[src/rtl/control_unit.sv]
// Multi-cycle instruction sequencer: FETCH/DECODE/REGREAD/ALU/MEM/WB/PCUPD with registered stage enables.
// Latency 6 cycles ALU ops, 5 jumps/illegal, 6+wait memory (+1 WB for reads); stalls only in FETCH (i_run) and MEM (i_mem_ready).
module control_unit #(
  parameter logic [15:0] RESET_PC = 16'h0000
) (
  input  logic        i_clk,
  input  logic        i_rst_n,
  input  logic        i_run,
  input  logic [15:0] i_instr,
  input  logic        i_mem_ready,
  input  logic        i_shld_branch,
  input  logic [15:0] i_alu_result,
  output logic [15:0] o_pc,
  output logic        o_fetch_req,
  output logic        o_en_decode,
  output logic        o_en_regread,
  output logic        o_en_alu,
  output logic        o_en_regwrite,
  output logic        o_en_mem,
  output logic        o_mem_we,
  output logic [4:0]  o_aluop,
  output logic [7:0]  o_imm,
  output logic        o_illegal,
  output logic [15:0] o_retired,
  output logic [2:0]  o_state
);

  typedef enum logic [2:0] {
    S_FETCH   = 3'd0,
    S_DECODE  = 3'd1,
    S_REGREAD = 3'd2,
    S_ALU     = 3'd3,
    S_MEM     = 3'd4,
    S_WB      = 3'd5,
    S_PCUPD   = 3'd6
  } state_t;

  state_t      state_q;
  state_t      state_nxt;
  logic [15:0] ir_q;
  logic [15:0] pc_q;
  logic [15:0] retired_q;
  logic        en_decode_q;
  logic        en_regread_q;
  logic        en_alu_q;
  logic        en_regwrite_q;
  logic        en_mem_q;
  logic        mem_we_q;
  logic        illegal_q;

  logic [3:0]  opcode;
  logic        is_rdmem;
  logic        is_wrmem;
  logic        is_jump;
  logic        is_illegal;
  logic        fetch_accept;
  logic        ir_unused;

  assign opcode       = ir_q[15:12];
  assign is_rdmem     = (opcode == 4'd6);
  assign is_wrmem     = (opcode == 4'd7);
  assign is_jump      = (opcode == 4'd12) || (opcode == 4'd13);
  assign is_illegal   = (opcode == 4'd14) || (opcode == 4'd15);
  assign fetch_accept = (state_q == S_FETCH) && i_run && i_mem_ready;
  // Register-field bits are decoded downstream, not by the sequencer.
  assign ir_unused    = ^ir_q[10:8];

  always_comb begin
    state_nxt = state_q;
    case (state_q)
      S_FETCH:   if (i_run && i_mem_ready) state_nxt = S_DECODE;
      S_DECODE:  state_nxt = S_REGREAD;
      S_REGREAD: state_nxt = S_ALU;
      S_ALU: begin
        if (is_rdmem || is_wrmem)       state_nxt = S_MEM;
        else if (is_jump || is_illegal) state_nxt = S_PCUPD;
        else                            state_nxt = S_WB;
      end
      S_MEM:     if (i_mem_ready) state_nxt = is_wrmem ? S_PCUPD : S_WB;
      S_WB:      state_nxt = S_PCUPD;
      S_PCUPD:   state_nxt = S_FETCH;
      default:   state_nxt = S_FETCH;
    endcase
  end

  always_ff @(posedge i_clk or negedge i_rst_n) begin
    if (!i_rst_n) begin
      state_q   <= S_FETCH;
      ir_q      <= 16'h0000;
      pc_q      <= RESET_PC;
      retired_q <= 16'h0000;
    end else begin
      state_q <= state_nxt;
      if (fetch_accept) ir_q <= i_instr;
      if (state_q == S_PCUPD) begin
        pc_q      <= (is_jump && i_shld_branch) ? i_alu_result : pc_q + 16'd1;
        retired_q <= retired_q + 16'd1;
      end
    end
  end

  // Enables are decoded from the next state so each one is a flop aligned with its own state.
  always_ff @(posedge i_clk or negedge i_rst_n) begin
    if (!i_rst_n) begin
      en_decode_q   <= 1'b0;
      en_regread_q  <= 1'b0;
      en_alu_q      <= 1'b0;
      en_regwrite_q <= 1'b0;
      en_mem_q      <= 1'b0;
      mem_we_q      <= 1'b0;
      illegal_q     <= 1'b0;
    end else begin
      en_decode_q   <= (state_nxt == S_DECODE);
      en_regread_q  <= (state_nxt == S_REGREAD);
      en_alu_q      <= (state_nxt == S_ALU);
      en_regwrite_q <= (state_nxt == S_WB);
      en_mem_q      <= (state_nxt == S_MEM);
      mem_we_q      <= (state_nxt == S_MEM) && is_wrmem;
      illegal_q     <= (state_nxt == S_ALU) && is_illegal;
    end
  end

  assign o_pc          = pc_q;
  assign o_fetch_req   = (state_q == S_FETCH) && i_run;
  assign o_en_decode   = en_decode_q;
  assign o_en_regread  = en_regread_q;
  assign o_en_alu      = en_alu_q;
  assign o_en_regwrite = en_regwrite_q;
  assign o_en_mem      = en_mem_q;
  assign o_mem_we      = mem_we_q;
  assign o_aluop       = ir_q[15:11];
  assign o_imm         = ir_q[7:0];
  assign o_illegal     = illegal_q;
  assign o_retired     = retired_q;
  assign o_state       = state_q;

endmodule

[config.mk]
export PLATFORM = sky130hd
export DESIGN_NAME = control_unit
export DESIGN_NICKNAME = d
export VERILOG_FILES = /design/src/rtl/control_unit.sv
export SDC_FILE = /design/constraint.sdc
export NUM_CORES = 1
export LEC_CHECK = 0
export CORE_MARGIN = 5
export CORE_UTILIZATION = 45
export CTS_CLUSTER_SIZE = 10
export DETAILED_ROUTE_END_ITERATION = 7
export PLACE_DENSITY = 0.81
export SKIP_CTS_REPAIR_TIMING = 1
export SYNTH_ARGS = -nofsm -noshare
export SYNTH_HDL_FRONTEND = slang
export SYNTH_SLANG_ARGS = --single-unit
[constraint.sdc]
create_clock -name i_clk -period 1.8 [get_ports i_clk]
set_input_delay 0.36 -clock i_clk [delete_from_list [all_inputs] [get_ports i_clk]]
set_output_delay 0.36 -clock i_clk [all_outputs]
set_load 0.02 [all_outputs]
Word level (Yosys, flattened, before mapping)
Index checks and enable logic that the tools add are counted.
- bits in registers: 58
- input port bits: 37
- output and inout port bits: 56
- logic and storage cells: 48
- add/sub/neg operators: 2
- equal/unequal tests: 17
- muxes and demuxes: 7
- reductions and logical operators: 11
- operator list (cell ; number):
    16-bit by 1-bit adder with 16-bit output, second input constant ; 2
    3-bit one-hot mux with 6 select lines ; 1
    4-bit == test, second input constant ; 4
    16-bit 2-to-1 mux ; 1
    3-bit == test, second input constant ; 5
    3-bit by 2-bit == test with 1-bit output, second input constant ; 4
    4-bit by 3-bit == test with 1-bit output, second input constant ; 2
    3-bit by 1-bit == test with 1-bit output, second input constant ; 2
    1-bit logical AND ; 6
    2-bit 2-to-1 mux ; 3
    3-bit 2-to-1 mux ; 2
    1-bit logical OR ; 4
    3-bit logical NOT ; 1

Logic depth before layout (Yosys ltp)
Gate-level depths: netlist (run 1).
- depth in word-level cells: 8
- mapped depth: 6
- depth with buffers taken out: 5

Worst setup path before layout (run 1)
OpenSTA, ideal clock, no wires.
- path type: register to register
- start point: reg state_q[1], in the netlist o_state[1]
- end point: reg ir_q[0]
- setup time: 125 ps
- arrival: 1709 ps
- required time: 1675 ps
- setup slack: -34 ps
- cell stages (with the launch flop): 6
- buffers on the path: 2
- clock period less this slack: 1834 ps
- cells stage by stage: dfrtp_1 -> buf_4 -> nor4b_4 -> nand2_2 -> buf_6 -> mux2_4
- word-level cells in the longest chain between the ends: 3
- RTL lines (what ; RTL line ; source):
    start, declared ; 38 ; state_t state_q;
    start signal, assigned ; 93 ; state_q <= state_nxt;
    3-bit logical NOT ; - ;
    1-bit logical AND ; - ;
    net o_fetch_req ; 14 ; output logic o_fetch_req,
    1-bit logical AND ; 64 ; assign fetch_accept = (state_q == S_FETCH) && i_run && i_mem_ready;
    end signal, assigned ; 94 ; if (fetch_accept) ir_q <= i_instr;
    end, declared ; 40 ; logic [15:0] ir_q;
The timed path passes the listed nets, and every way through them passes these cells.
A chain may end at the register's enable or synchronous reset.

Worst setup path in the final report (run 1)
- start point: reg pc_q[3], in the netlist o_pc[3]
- end point: out o_pc[3]
- RTL lines (what ; RTL line ; source):
    start, declared ; 41 ; logic [15:0] pc_q;
    start signal, assigned ; 96 ; pc_q <= (is_jump && i_shld_branch) ? i_alu_result : pc_q + 16'd1;
    end, declared ; 13 ; output logic [15:0] o_pc,
No word-level cell between the ends.

==> metrics.md, run 1 <==
| Metric | Value |
|---|---|
| Synthesis-to-layout area growth | 43.8% |
| Core area | 5850 µm² |
| DIE HEIGHT | 86.9 µm |
| Final Cycle Share | 97.8% |
| CTS tree | done |
| Worst-skew pair later-pin latency | 300 ps |
| Pwr/cell area | 1370 nW/µm² |
| Die area | 7560 µm² |
| Clock power share | between 10% and 20% |
| RSZ-0062 raised after global routing | no |
| Routability cong. | 0.879 |
| Syn_area_per_cell | roughly 11 µm² |
| Worst slew pin tran | between 400 and 500 ps |
| Layout cell share with drive strength beyond 1 | 12.0% |
| GRT overflow | 0 |
| Placed insts | 409 |
| Status | finished clean |
| I/O Buffers | between 80 and 90 |
| I/O pin count | 93 |
| GRT Util Overall | between 15 and 20% |
| CTS Buf Count | 5 |
| Synthesized Nets | 285 |
| First-pass GRT wire length | 10500 µm |
| CP Buf/Inv Count | 1 |
| Endpoints failing hold | 0 |
| Slew HR | 73.1% |
| Initial Util | a little under half |
| DRT antenna net count | 0 |
| Critical Path AT | 1400 ps |
| Drt first-iter violations | 93 |
| Nets@finish | 380 |
| Logic gate share of total power | 48.5% |
| Register-to-Register Path Depth | 5 |
| Clk root buf | clkbuf_8 |
| Via count | 2292 |
| Endpoints failing setup | 0 |
| Critical Path RT | 1440 ps |
| FF-to-FF Start | o_pc[0] |
| Crit end category | primary output |
| HPWL after DPL | 4650 µm |
| Largest stage delay, worst path | 650 ps |
| Seq/Total Area, Yosys | 51.7% |
| R2R setup slack | between 150 and 200 ps |
| CTS Buffer Depth | 2 |
| Worst hold margin | between 40 and 50 ps |
| Dpl cell area | 3700 µm² |
| Ys async rst share | 100% |
| Worst R2R End | o_pc[12] |
| Switching power total | 2.05 mW |
| Cells after synthesis | 246 |
| Synthesized cell area | 2660 µm² |
| Seq pwr share | 38.9% |
| DR pass1 iterations | 4 |
| Delay-heaviest family, CP | buffers and inverters |
| Critical Path Start Type | register |
| Pleak | 1.78 nW |
| Total of max-cap violations | 0 |
| Crit path cell chain | clkdlybuf4s50_1 |
| Fmax | 0.568 GHz |
| EDFF count, synth | 0 |
| Worst hold path type | in2async |
| Crit-path slowest cell | clkdlybuf4s50_1 |
| Final min period | 1760 ps |
| Final Cell Area | 3830 µm² |
| Synth warn | 0 |
| Library cells used by synthesis | 46 |
| Setup_tns | 0 ps |
| Max IR drop VDD | about 1 mV |
| Vias per cell | roughly 5.5 |
| Cell Rows | 28 |
| WL/cell | 15.3 µm |
| Residual DRC | 0 |
| Yosys reg bits | 55 |
| Crit-path max FO | 6 |
| Largest net degree at the start of global routing | 56 |
| Non-filler cells, final | 417 |
| Sw Share | 39.2% |
| Die X | 86.9 µm |
| CP Class | reg2out |
| Final Core Density | 65.4% |
| Vias in the first global route | 2283 |
| WL final | 6390 µm |
| Final Max Slew Viols | 0 |
| Layout Skew | 6.36 ps |
| Clock-pin slew on the worst setup and hold paths | roughly 100 ps |
| CTS H-tree lvls | 2 |
| Antenna Cells | 0 |
| Int Pwr | 3.18 mW |
| Top FF cell, synth | dfrtp_1 |
| Worst path depth | 1 |
| Initial antenna violation count | 0 |
| Clk sinks | 55 |
[routing by layer]
layer | up-vias | share of wire (%) | global-route usage (%)
li1 | 1093 | - | -
met1 | 1127 | 43 | 21.3
met2 | 68 | 49 | 29.7
met3 | 4 | 7.4 | 5.39
met4 | 0 | 0.81 | 3.82
met5 | - | 0 | 0
[per-stage QoR]
step | power [mW] | worst slack (ps)
after global placement | 4.58 | -220
after detailed placement | 4.63 | -246
after global routing | 5.59 | 11.0
final | 5.23 | 39.9
after floorplan | 3.46 | -20.7
after CTS | 5.32 | -278
[power groups by stage]
stage / Combinational [mW] / Clock, mW / Sequential, mW
floorplan: 1.06 / 0 / 2.40
global placement: 2.54 / 0 / 2.04
detailed placement: 2.58 / 0 / 2.05
CTS: 2.59 / 0.695 / 2.03
global route: 2.75 / 0.742 / 2.10
finish: 2.54 / 0.662 / 2.04
[cells in the mapped netlist (2+ instances only)]
library cell  number  area share (%)
nor2_1            11             1.6
nor2b_1            3            0.70
nand2_1           20             2.8
dfrtp_1           55              52
a311oi_1           2            0.66
inv_1              4            0.56
nor3b_1            2            0.56
xnor2_1           11             3.6
xor2_1             4             1.3
and2_1             4            0.94
mux2_4             9             5.1
nand4_1           11             2.6
a21oi_1           16             3.0
ha_1               2            0.94
nor3_1             6             1.1
clkbuf_1           6            0.85
a31oi_1            2            0.47
nand4b_1           2            0.66
nor4_1             3            0.70
a2bb2oi_1          4             1.3
nand3_1           11             2.1
buf_6              2            0.85
mux2_2             4             1.7
o22ai_1            9             2.1
nand2b_1           3            0.70
o21ai_0            8             1.5
and4_1             5             1.6
and3_1             5             1.2
buf_2              5            0.94
[state kept, by name, summed over array words and instances (netlist names)]
name           flops
o_en_regwrite      1
o_illegal          1
o_en_regread       1
o_mem_we           1
o_retired         16
o_en_decode        1
o_en_alu           1
o_state            3
o_en_mem           1
ir_q              13
o_pc              16
[how the worst max path moves through the flow]
stage,to,slack (ps),from
finish,o_pc[3],40,o_pc[3]
CTS,o_fetch_req,-280,o_state[1]
floorplan,ir_q[0],-20,o_state[1]
global placement,o_fetch_req,-220,i_run
detailed placement,o_fetch_req,-250,i_run
global route,o_pc[3],10,o_pc[3]
[cells by family after synthesis]
kind of cell,Yosys count,share of synthesized area (%)
AND/OR/NAND/NOR,92,20.1
flip-flops,55,51.7
AO/OA/AOI/OAI,51,12.1
buffers and inverters,18,3.48
XOR/XNOR,15,4.93
multiplexers,13,6.77
adder cells (fa/ha/maj),2,0.940
[cells in the final DEF, fill, tap and decap left out, types with 3 or more instances in the layout]
cell type        synthesis  layout
nor3_1                   6       6
buf_4                    1      10
xor2_1                   4       4
o22ai_1                  9       9
a21oi_1                 16      16
a2bb2oi_1                4       4
nand2_1                 20      20
dfrtp_2                  0       4
o21ai_0                  8       8
inv_1                    4       4
nor2_1                  11      11
xnor2_1                 11      11
mux2_4                   9       9
clkdlybuf4s50_1          0      72
clkbuf_8                 0       5
nand2b_1                 3       3
dfrtp_1                 55      51
nand4_1                 11      11
dlymetal6s2s_1           0      16
nor4_1                   3       3
and2_1                   4       4
mux2_2                   4       4
and4_1                   5       5
and3_1                   5       5
nor2b_1                  3       3
nand3_1                 11      11
buf_12                   0       3
[layout make-up]
| cell class | count | area (µm²) |
|---|---|---|
| clock buffers | 7 | 76.3 |
| clock inverters | 1 | 5.00 |
| fillers | 459 | 2020 |
| inverters | 4 | 15.0 |
| multi-input cells | 173 | 1200 |
| flip-flops and latches | 55 | 1380 |
| well taps | 75 | 93.8 |
| repair buffers | 102 | 1060 |
(Power assumes the default switching activity.)
==> run 2, diff against run 1 <==
--- a/config.mk
+++ b/config.mk
@@ -5,6 +5,7 @@
 export SDC_FILE = /design/constraint.sdc
 export NUM_CORES = 1
 export LEC_CHECK = 0
+export CAP_MARGIN = 5
 export CORE_MARGIN = 5
 export CORE_UTILIZATION = 45
 export CTS_CLUSTER_SIZE = 10
==> results of run 2 <==
No change in the layout: final DEF, timing and power equal those of run 1.
==> run 3, diff against run 2 <==
--- a/config.mk
+++ b/config.mk
@@ -7,10 +7,11 @@
 export LEC_CHECK = 0
 export CAP_MARGIN = 5
 export CORE_MARGIN = 5
-export CORE_UTILIZATION = 45
+export CORE_UTILIZATION = 47
+export CTS_BUF_LIST = sky130_fd_sc_hd__clkbuf_2
 export CTS_CLUSTER_SIZE = 10
 export DETAILED_ROUTE_END_ITERATION = 7
-export PLACE_DENSITY = 0.81
+export PLACE_DENSITY = 0.84
 export SKIP_CTS_REPAIR_TIMING = 1
 export SYNTH_ARGS = -nofsm -noshare
 export SYNTH_HDL_FRONTEND = slang
==> metrics.md, run 3 (synthesis gave the netlist of run 1 again) <==
| Metric | Value |
|---|---|
| Leading cell type in the layout, fill and taps excluded | dlymetal6s2s_1 (was clkdlybuf4s50_1) |
| Critical Path AT | 1470 ps (was 1400 ps) |
| CP Buf/Inv Count | 2 (was 1) |
| CTS Buf Count | 5 (unchanged) |
| Setup_tns | -27.6 ps (was 0 ps) |
| Cell Rows | 27 (was 28) |
| First-pass GRT wire length | 10900 µm (was 10500 µm) |
| Pleak | 2.43 nW (was 1.78 nW) |
| Fmax | 0.547 GHz (was 0.568 GHz) |
| Cell mode on critical path | buf_4 |
| Die area | 7270 µm² (was 7560 µm²) |
| Worst hold path type | in2async (unchanged) |
| Total of max-cap violations | 0 (unchanged) |
| WL/cell | 16.3 µm (was 15.3 µm) |
| Clk sinks | 55 (unchanged) |
| Endpoints failing hold | 0 (unchanged) |
| Initial Util | 48.4% (was 45.5%) |
| Register-to-Register Path Depth | 6 (was 5) |
| Worst hold margin | 383 ps (was 45.5 ps) |
| Die X | 85.3 µm (was 86.9 µm) |
| Synthesis-to-layout area growth | 52.2% (was 43.8%) |
| Final min period | 1830 ps (was 1760 ps) |
| Final Cell Area | 4050 µm² (was 3830 µm²) |
| Crit end category | primary output (unchanged) |
| Via count | 2427 (was 2292) |
| Initial antenna violation count | 0 (unchanged) |
| Vias in the first global route | 2218 (was 2283) |
| Non-filler cells, final | 433 (was 417) |
| Nets@finish | 399 (was 380) |
| Crit-path slowest cell | dfrtp_1 (was clkdlybuf4s50_1) |
| Largest stage delay, worst path | 450 ps (was 650 ps) |
| Status | finished with violations (was finished clean) |
| WL final | 7050 µm (was 6390 µm) |
| Antenna Cells | 0 (unchanged) |
| GRT overflow | 0 (unchanged) |
| I/O pin count | 93 (unchanged) |
| Final Cycle Share | 102% (was 97.8%) |
| I/O Buffers | 89 (unchanged) |
| Routability cong. | 0.905 (was 0.879) |
| Slew HR | 71.1% (was 73.1%) |
| Endpoints failing setup | 1 (was 0) |
| Max IR drop VDD | 0.762 mV (was 0.993 mV) |
| R2R setup slack | 90 ps (was 160 ps) |
| RSZ-0062 raised after global routing | yes (was no) |
| HPWL after DPL | 4850 µm (was 4650 µm) |
| Vias per cell | 5.61 (was 5.50) |
| Largest net degree at the start of global routing | 56 (unchanged) |
| Layout cell share with drive strength beyond 1 | 21.1% (was 12.0%) |
| Crit-path max FO | 2 (was 6) |
| Critical Path RT | 1440 ps (about the same) |
| Final Max Slew Viols | 0 (unchanged) |
| Layout Skew | 8.57 ps (was 6.36 ps) |
| CP Class | reg2out (unchanged) |
| Pwr/cell area | 1300 nW/µm² (was 1370 nW/µm²) |
| Commonest cells after routing, fill and taps aside | 55 x dlymetal6s2s_1, 37 x dfrtp_1, 32 x clkdlybuf4s50_1, 29 x buf_4, 20 x nand2_1 (was 72 x clkdlybuf4s50_1, 51 x dfrtp_1, 20 x nand2_1, 16 x a21oi_1, 16 x dlymetal6s2s_1) |
| FF-to-FF Start | o_pc[1] (was o_pc[0]) |
| DRT antenna net count | 0 (unchanged) |
| Placed insts | 405 (was 409) |
| Delay-heaviest family, CP | flip-flops (was buffers and inverters) |
| GRT Util Overall | 18.3% (was 17.3%) |
| Drt first-iter violations | 176 (was 93) |
| DIE HEIGHT | 85.3 µm (was 86.9 µm) |
| Worst-skew pair later-pin latency | 440 ps (was 300 ps) |
| CTS H-tree lvls | 2 (unchanged) |
| CTS tree | done (unchanged) |
| CTS Buffer Depth | 2 (unchanged) |
| Core area | 5510 µm² (was 5850 µm²) |
| Clock-pin slew on the worst setup and hold paths | 280 ps (was 100 ps) |
| Worst slew pin tran | 431 ps (was 403 ps) |
| Setup WS post-layout | -27.6 ps (was 39.9 ps) |
| Critical Path Start Type | register (unchanged) |
| Violated checks | setup timing |
| DR pass1 iterations | 5 (was 4) |
| Residual DRC | 0 (unchanged) |
| Clk root buf | clkbuf_2 (was clkbuf_8) |
| Crit path cell chain | buf_4 > nor4b_4 > buf_4 (was clkdlybuf4s50_1) |
| Dpl cell area | 3690 µm² (was 3700 µm²) |
| Final Core Density | 73.6% (was 65.4%) |
| Worst R2R End | o_pc[12] (unchanged) |
==> run 3: per-stage QoR <==
step	worst slack (ps)	power, mW
final	-27.6	5.25
after global placement	-275	4.57
after global routing	-138	5.59
after floorplan	-20.7	3.46
after CTS	-488	5.16
after detailed placement	-294	4.65
==> run 3: final cells by class <==
cell class                      count  area [µm²]
Clock buffer                        5        25.0
Clock inverter                      3        22.5
Fill cell                         417        1450
Inverter                            4        15.0
Multi-Input combinational cell    173        1200
Sequential cell                    55        1400
Tap cell                           72        90.1
Timing Repair Buffer              121        1300
==> run 3: how the worst max path moves through the flow <==
stage,from,depth (start not counted),slack (ps),end
final,o_state[0],3,-30,o_fetch_req
after global routing,o_state[0],3,-140,o_fetch_req
after CTS,o_state[1],2,-490,o_fetch_req
after detailed placement,i_run,3,-290,o_fetch_req
after global placement,i_run,3,-270,o_fetch_req
after floorplan,o_state[1],5,-20,ir_q[0]
==> run 3: metal layers <==
layer / part of all wire, % / GRT usage (%) / wire length [µm]
met1: 41 / 23.3 / 2920
met2: 50 / 30.3 / 3490
met3: 8.1 / 5.92 / 574
met4: 0.89 / 4.60 / 63
met5: 0 / 0 / 0
==> run 3: worst reg2reg max path, stage by stage, from the launching register on <==
cell	delay [ps]
dfrtp_1	430
buf_4	130
ha_1	220
and4_1	310
nand2_1	150
nor4_1	310
nor3_1	90
==> run 3: power by group <==
part           total (mW)  switching [mW]  internal (mW)
Sequential           1.99           0.352           1.63
Combinational        2.76            1.38           1.38
Clock               0.503           0.400          0.103
Total                5.25            2.14           3.11
